**src/rtl/piso_yumi_pkg.sv**
```systemverilog
// Shared types and helpers for the piso_yumi wide-to-narrow serializer.
// The counter width helper keeps single-beat configurations at one bit.
package piso_yumi_pkg;

  typedef enum logic [0:0] {IDLE, BUSY} piso_state_e;

  function automatic int unsigned cnt_width(input int unsigned els);
    return (els > 1) ? $clog2(els) : 1;
  endfunction

endpackage

```
**src/rtl/piso_yumi_counter_clear_up.sv**
```systemverilog
// Beat counter 0..max_val_p with synchronous clear (priority) and increment; wraps at max.
// Zero latency on last_o; holds its value when neither clear nor up is asserted.
module counter_clear_up
  import piso_yumi_pkg::*;
#(
  parameter int unsigned max_val_p = 3,
  localparam int unsigned cw_lp = cnt_width(max_val_p + 1)
) (
  input  logic             clk_i,
  input  logic             reset_i,
  input  logic             clear_i,
  input  logic             up_i,
  output logic [cw_lp-1:0] count_o,
  output logic             last_o
);

  logic [cw_lp-1:0] count_r;

  assign last_o  = (count_r == cw_lp'(max_val_p));
  assign count_o = count_r;

  // Wrapping on last keeps the count inside 0..max_val_p for any max value.
  always_ff @(posedge clk_i or posedge reset_i) begin
    if (reset_i) begin
      count_r <= '0;
    end else if (clear_i) begin
      count_r <= '0;
    end else if (up_i) begin
      count_r <= last_o ? '0 : count_r + cw_lp'(1);
    end
  end

endmodule

```
**src/rtl/piso_yumi.sv**
```systemverilog
// Serializes one width_p*els_p word per yumi into els_p beats; first beat one cycle after yumi_o,
// back-to-back words at full rate; ready_i low freezes the beat. PISO_YUMI_MSB_FIRST_EN selects MSB-first order.
module piso_yumi
  import piso_yumi_pkg::*;
#(
  parameter int unsigned width_p = 8,
  parameter int unsigned els_p   = 4
) (
  input  logic                       clk_i,
  input  logic                       reset_i,
  input  logic                       valid_i,
  input  logic [width_p*els_p-1:0]   data_i,
  output logic                       yumi_o,
  output logic                       valid_o,
  output logic [width_p-1:0]         data_o,
  input  logic                       ready_i
);

  localparam int unsigned cw_lp = cnt_width(els_p);

  piso_state_e                     state_r;
  logic [els_p-1:0][width_p-1:0]   word_r;
  logic [cw_lp-1:0]                count;
  logic [cw_lp-1:0]                beat_idx;
  logic                            last_beat;
  logic                            busy;
  logic                            beat_taken;

  assign busy       = (state_r == BUSY);
  assign beat_taken = busy & ready_i;
  assign valid_o    = busy;

  // Gated by reset so the upstream FIFO never loses a word while we are held in reset.
  assign yumi_o = ~reset_i & valid_i & (~busy | (last_beat & beat_taken));

  counter_clear_up #(
    .max_val_p(els_p - 1)
  ) beat_cnt (
    .clk_i  (clk_i),
    .reset_i(reset_i),
    .clear_i(yumi_o),
    .up_i   (beat_taken & ~last_beat),
    .count_o(count),
    .last_o (last_beat)
  );

  always_ff @(posedge clk_i or posedge reset_i) begin
    if (reset_i) begin
      state_r <= IDLE;
      word_r  <= '0;
    end else if (yumi_o) begin
      state_r <= BUSY;
      word_r  <= data_i;
    end else if (beat_taken && last_beat) begin
      state_r <= IDLE;
    end
  end

`ifdef PISO_YUMI_MSB_FIRST_EN
  assign beat_idx = cw_lp'(els_p - 1) - count;
`else
  assign beat_idx = count;
`endif

  assign data_o = word_r[beat_idx];

endmodule

```
**config.mk**
```make
export PLATFORM = sky130hd
export DESIGN_NAME = piso_yumi
export DESIGN_NICKNAME = d
export VERILOG_FILES = /design/src/rtl/piso_yumi_pkg.sv /design/src/rtl/piso_yumi_counter_clear_up.sv /design/src/rtl/piso_yumi.sv
export SDC_FILE = /design/constraint.sdc
export NUM_CORES = 1
export LEC_CHECK = 0
export CORE_UTILIZATION = 46
export CTS_BUF_LIST = sky130_fd_sc_hd__clkbuf_4 sky130_fd_sc_hd__clkbuf_8 sky130_fd_sc_hd__clkbuf_16
export DETAILED_ROUTE_END_ITERATION = 7
export PLACE_DENSITY_LB_ADDON = 0.08
export SLEW_MARGIN = 10
export SYNTH_ARGS = -nofsm -noshare
export SYNTH_HDL_FRONTEND = slang
export SYNTH_HIERARCHICAL = 1
export SYNTH_SLANG_ARGS = --single-unit
```
**constraint.sdc**
```tcl
create_clock -name clk_i -period 2.1 [get_ports clk_i]
set_clock_uncertainty 0.2 [all_clocks]
set_input_delay 0.525 -clock clk_i [delete_from_list [all_inputs] [get_ports clk_i]]
set_output_delay 0.525 -clock clk_i [all_outputs]
set_load 0.01 [all_outputs]
```
After elaboration in Yosys (flattened, before gate mapping)
Cells that the tools add are included.
{"block": "word_totals", "register_bits": 35, "input_bits": 36, "output_inout_bits": 10, "wordCells": 28}
{"block": "classes", "add_sub_neg": 1, "n_lt_le_gt_ge": 1, "eq_ne": 1, "mux": 7, "bitwise_logic": 9, "n_reduce_logical": 3}
{"cell": "8-bit binary-select mux with 2-bit select", "count": 1}
{"cell": "8-bit two-way mux", "count": 1}
{"cell": "2-bit two-way mux", "count": 3}
{"cell": "1-bit bitwise AND", "count": 5}
{"cell": "2-bit nonzero test", "count": 2}
{"cell": "2-bit by 3-bit less-than comparator with 1-bit output, second input constant", "count": 1}
{"cell": "1-bit inverter", "count": 3}
{"cell": "2-bit by 1-bit adder with 2-bit output, second input constant", "count": 1}
{"cell": "2-bit == test, second input constant", "count": 1}
{"cell": "1-bit two-way mux", "count": 2}
{"cell": "1-bit logical AND", "count": 1}
{"cell": "1-bit OR", "count": 1}

Depth between registers and ports, before layout
{"block": "logic_depth", "word_depth": 5, "depth_mapped": 5}

Modules after synthesis
Netlist, hierarchy kept.
{"mod": "piso_yumi", "instances": 1, "cells_each": 86, "area_each_um2": 1462.7, "seq_area_each_um2": 825.8}
{"mod": "counter_clear_up", "instances": 1, "cells_each": 9, "area_each_um2": 103.8, "seq_area_each_um2": 50.0}

Least setup slack after synthesis
No wires, ideal clock.
{"block": "synth_timing", "path_kind": "register to output", "startpoint": "register beat_cnt.count_r[0] (netlist: beat_cnt/count_o[0])", "endpoint": "output data_o[0]", "arrival_time_ps": 1155, "required_time_ps": 1375, "setup_slack_ps": 220, "stages_incl_launch_ff": 3, "path_cell_list": "dfrtp_1 -> buf_2 -> mux4_2"}
{"block": "synth_between", "elab_chain_len": 2}
{"element": "start: declaration", "line_no": "piso_yumi_counter_clear_up.sv:17", "text": "logic [cw_lp-1:0] count_r;"}
{"element": "start signal: assignment", "line_no": "piso_yumi_counter_clear_up.sv:29", "text": "count_r <= last_o ? '0 : count_r + cw_lp'(1);"}
{"element": "8-bit binary-select mux with 2-bit select", "line_no": "piso_yumi.sv:65", "text": "assign data_o = word_r[beat_idx];"}
{"element": "8-bit two-way mux (implied by the code)", "line_no": "piso_yumi.sv:65"}
{"element": "end: declaration", "line_no": "piso_yumi.sv:15", "text": "output logic [width_p-1:0] data_o,"}
No other way between the ends. The select of a mux whose other input is x is not followed.

Final worst setup path
Same ends and word-level chain as after synthesis.

==> flow_summary.yaml <==
clocking:
  cts-root-buf: "clkbuf_4"
  cts_buffers: 5
  cts_buffer_depth: 2
  cts_tree: "built"
  numClockSinks: 35
  clkTransAtPathRegs_ns: 0.10
  htree_levels: 2
  clk_latency_ns: 0.33
global_routing:
  overflow: 0
  grt_pass1_vias: 1111
  grtUsageMet1_pct: 23.0
  grt_max_degree: 35
  grt_pass1_wl_mm: 4.99
  track_usage_pct: 20.0
  grt_util_met2_pct: 33.8
  antenna_found_initial: 0
  met3_usage_pct: 7.04
  busiest_layer: "met2"
floorplan:
  core_area_mm2: 0.00315
  die_h_um: 60.4
  pin_count: 46
  dieArea_mm2: 0.00364
  start_util_pct: 49.7
  die_w_um: 60.4
  fp-row-count: 20
logic_synthesis:
  synth_fp_nets: 132
  syn-cell-area_mm2: 0.00157
  synth.ff_latch_count: 35
  yosysWarnings: 6
  yosysSeqAreaShare_pct: 55.9
  syn_inst: 95
  avgSynthCellArea_um2: 16.5
  synth_cell_types: 16
run_status:
  violations: "negative setup slack"
  status: "finished with violations"
setup_path:
  cp_common_cell: "buf_6"
  cp_max_fo: 3
  startpoint_type: "register"
  critPathRequiredTime_ns: 1.37
  criticalPathCategory: "reg -> out"
  slowest_delay_ns: 0.51
  critPathTopFamily: "multiplexers"
  critPathCaptureType: "output pin"
  crit_chain: "buf_6 > buf_6 > mux4_2 > buf_6"
  cp.arrival_ns: 1.59
  crit_slowest_cell: "mux4_2"
  worst-path-buf-inv: 3
power_and_ir_drop:
  switching_share_pct: 29.1
  p_int_mw: 2.25
  p_seq_share_pct: 37.6
  p_per_area_mw_per_mm2: 1390
  combPwrFrac_pct: 49.1
  p_clk_share_pct: 13.3
  leakagePower_nw: 0.993
  power_switching_uw: 924
  ir_drop_v: 0.000654
  power.total_mw: 3.17
drt:
  num_vias: 1029
  drt_pass1_iterations: 4
  drc: 0
  routedWlPerCell_um: 15.1
  ant_nets: 0
  routed_wirelength_mm: 3.11
  viasPerCell: 5.00
  drtIter0Drc: 21
finish:
  area_growth_pct: 45.5
  regArea_um2: 877
  fin_nets: 198
  drive_gt1_share_pct: 49.4
  fillers: 240
  final_util_pct: 72.3
  fin_area_mm2: 0.00228
  diodes: 0
  multi_input_area_um2: 659
placement:
  dp_hpwl_mm: 2.18
  placement.io_buffers: 45
  globalplace.congestion: 0.706
  placed_area_mm2: 0.00210
  place_ws_ns: -0.478
sta:
  max_freq_ghz: 0.432
  report.final.slew_viol_count: 0
  rsz0062_at_grt: "yes"
  finalSetupViolations: 9
  finalWorstSetupSlack_ns: -0.215
  finalHoldViolCount: 0
  min_period_ns: 2.31
  fin_hold_ws_ns: 0.115
  slew_headroom_pct: 79.5
  tightestPinTransition_ns: 0.307
  post-route-period-util_pct: 110
worst_hold_path:
  hold_path_class: "in -> async"
job:
  cap_violations: 0
cell type report:
type                       instances  area share (%)
sequential                        35            38.5
timing repair buffer              64            26.7
clock buffer                       8            3.18
tap                               44            2.41
inverter                           2           0.329
multi-input combinational         53            28.9
layout by cell type, fill, tap and decap left out, drive strengths merged:
cell type / synthesis / layout
nand2: 4 / 4
mux2i: 1 / 1
nor2: 2 / 2
or3b: 1 / 1
clkbuf: 0 / 8
ha: 1 / 1
a21oi: 2 / 2
dfrtp: 35 / 35
mux2: 32 / 32
dlygate4sd2: 0 / 3
nand2b: 2 / 2
clkdlybuf4s50: 0 / 33
inv: 2 / 2
buf: 5 / 28
mux4: 8 / 8
metrics by stage:
step                setup TNS (ns)  cells
global placement            -11.31    189
floorplan                        0     95
global route                 -2.33    206
finish                       -1.56    206
detailed placement          -12.18    189
CTS                          -1.44    200
Yosys cell counts, drive strengths merged:
master | instances | area (µm²)
ha | 1 | 12.5
or3b | 1 | 8.76
mux2 | 32 | 360
mux4 | 8 | 180
dfrtp | 35 | 876
buf | 5 | 43.8
a21oi | 2 | 25.0
inv | 2 | 7.51
nand2b | 2 | 20.0
mux2i | 1 | 10.0
nor2 | 2 | 7.51
nand2 | 4 | 15.0
worst paths after layout:
path	cells past startpoint	slack [ns]	endpoint	from
setup / recovery	4	-0.21	data_o[0]	beat_cnt/count_o[0]
hold reg to reg	1	0.31	word_r[2]	word_r[2]
max in group asynchronous	4	1.22	word_r[13]	reset_i
setup reg to reg	7	0.10	word_r[13]	beat_cnt/count_o[0]
min in group clk_i	1	0.31	word_r[2]	word_r[2]
hold / removal	3	0.12	beat_cnt/count_o[1]	reset_i
power groups by stage:
stage	Combinational (mW)	Clock, mW	Sequential [mW]
2_1_floorplan	0.857	0	1.14
5_1_grt	1.67	0.475	1.24
3_5_place_dp	1.39	0	1.21
6_report	1.56	0.423	1.19
4_1_cts	1.39	0.438	1.20
3_3_place_gp	1.36	0	1.18
worst reg2reg max path, stage by stage (launching register included):
cell and delay (ns):
dfrtp_1 0.39, buf_6 0.12, buf_6 0.09, ha_4 0.15, nand2_4 0.06, a21oi_4 0.18, buf_6 0.31, mux2_2 0.39
sequential cells by signal (all words and copies together) (netlist names):
signal,cells
word_r,32
beat_cnt/count_o,2
valid_o,1
cells by family (layout without fill, tap and decap cells):
kind of cell | after synthesis | in the layout | synth area share, %
compound gates | 2 | 2 | 1.60
fa+ha+maj | 1 | 1 | 0.799
buf+inv | 7 | 74 | 3.27
flops | 35 | 35 | 55.9
mux | 41 | 41 | 35.1
simple gates | 9 | 9 | 3.27
layer usage:
metal  share of wire, %  wire length (µm)  vias to the layer above
li1                   -                 -                      477
met1                 40              1250                      509
met2                 52              1620                       35
met3                5.7               177                        8
met4                1.8                57                        0
met5                  0                 0                        -
timing repair:
| item | CTS | global route |
|---|---|---|
| pin swaps | 1 | 1 |
| gates resized for setup | 48 | 9 |
| hold buffers | 0 | 0 |
| setup buffers | 3 | 6 |
| setup endpoints to repair | 41 | 10 |
Note: power is estimated with default switching activity, not from simulation.
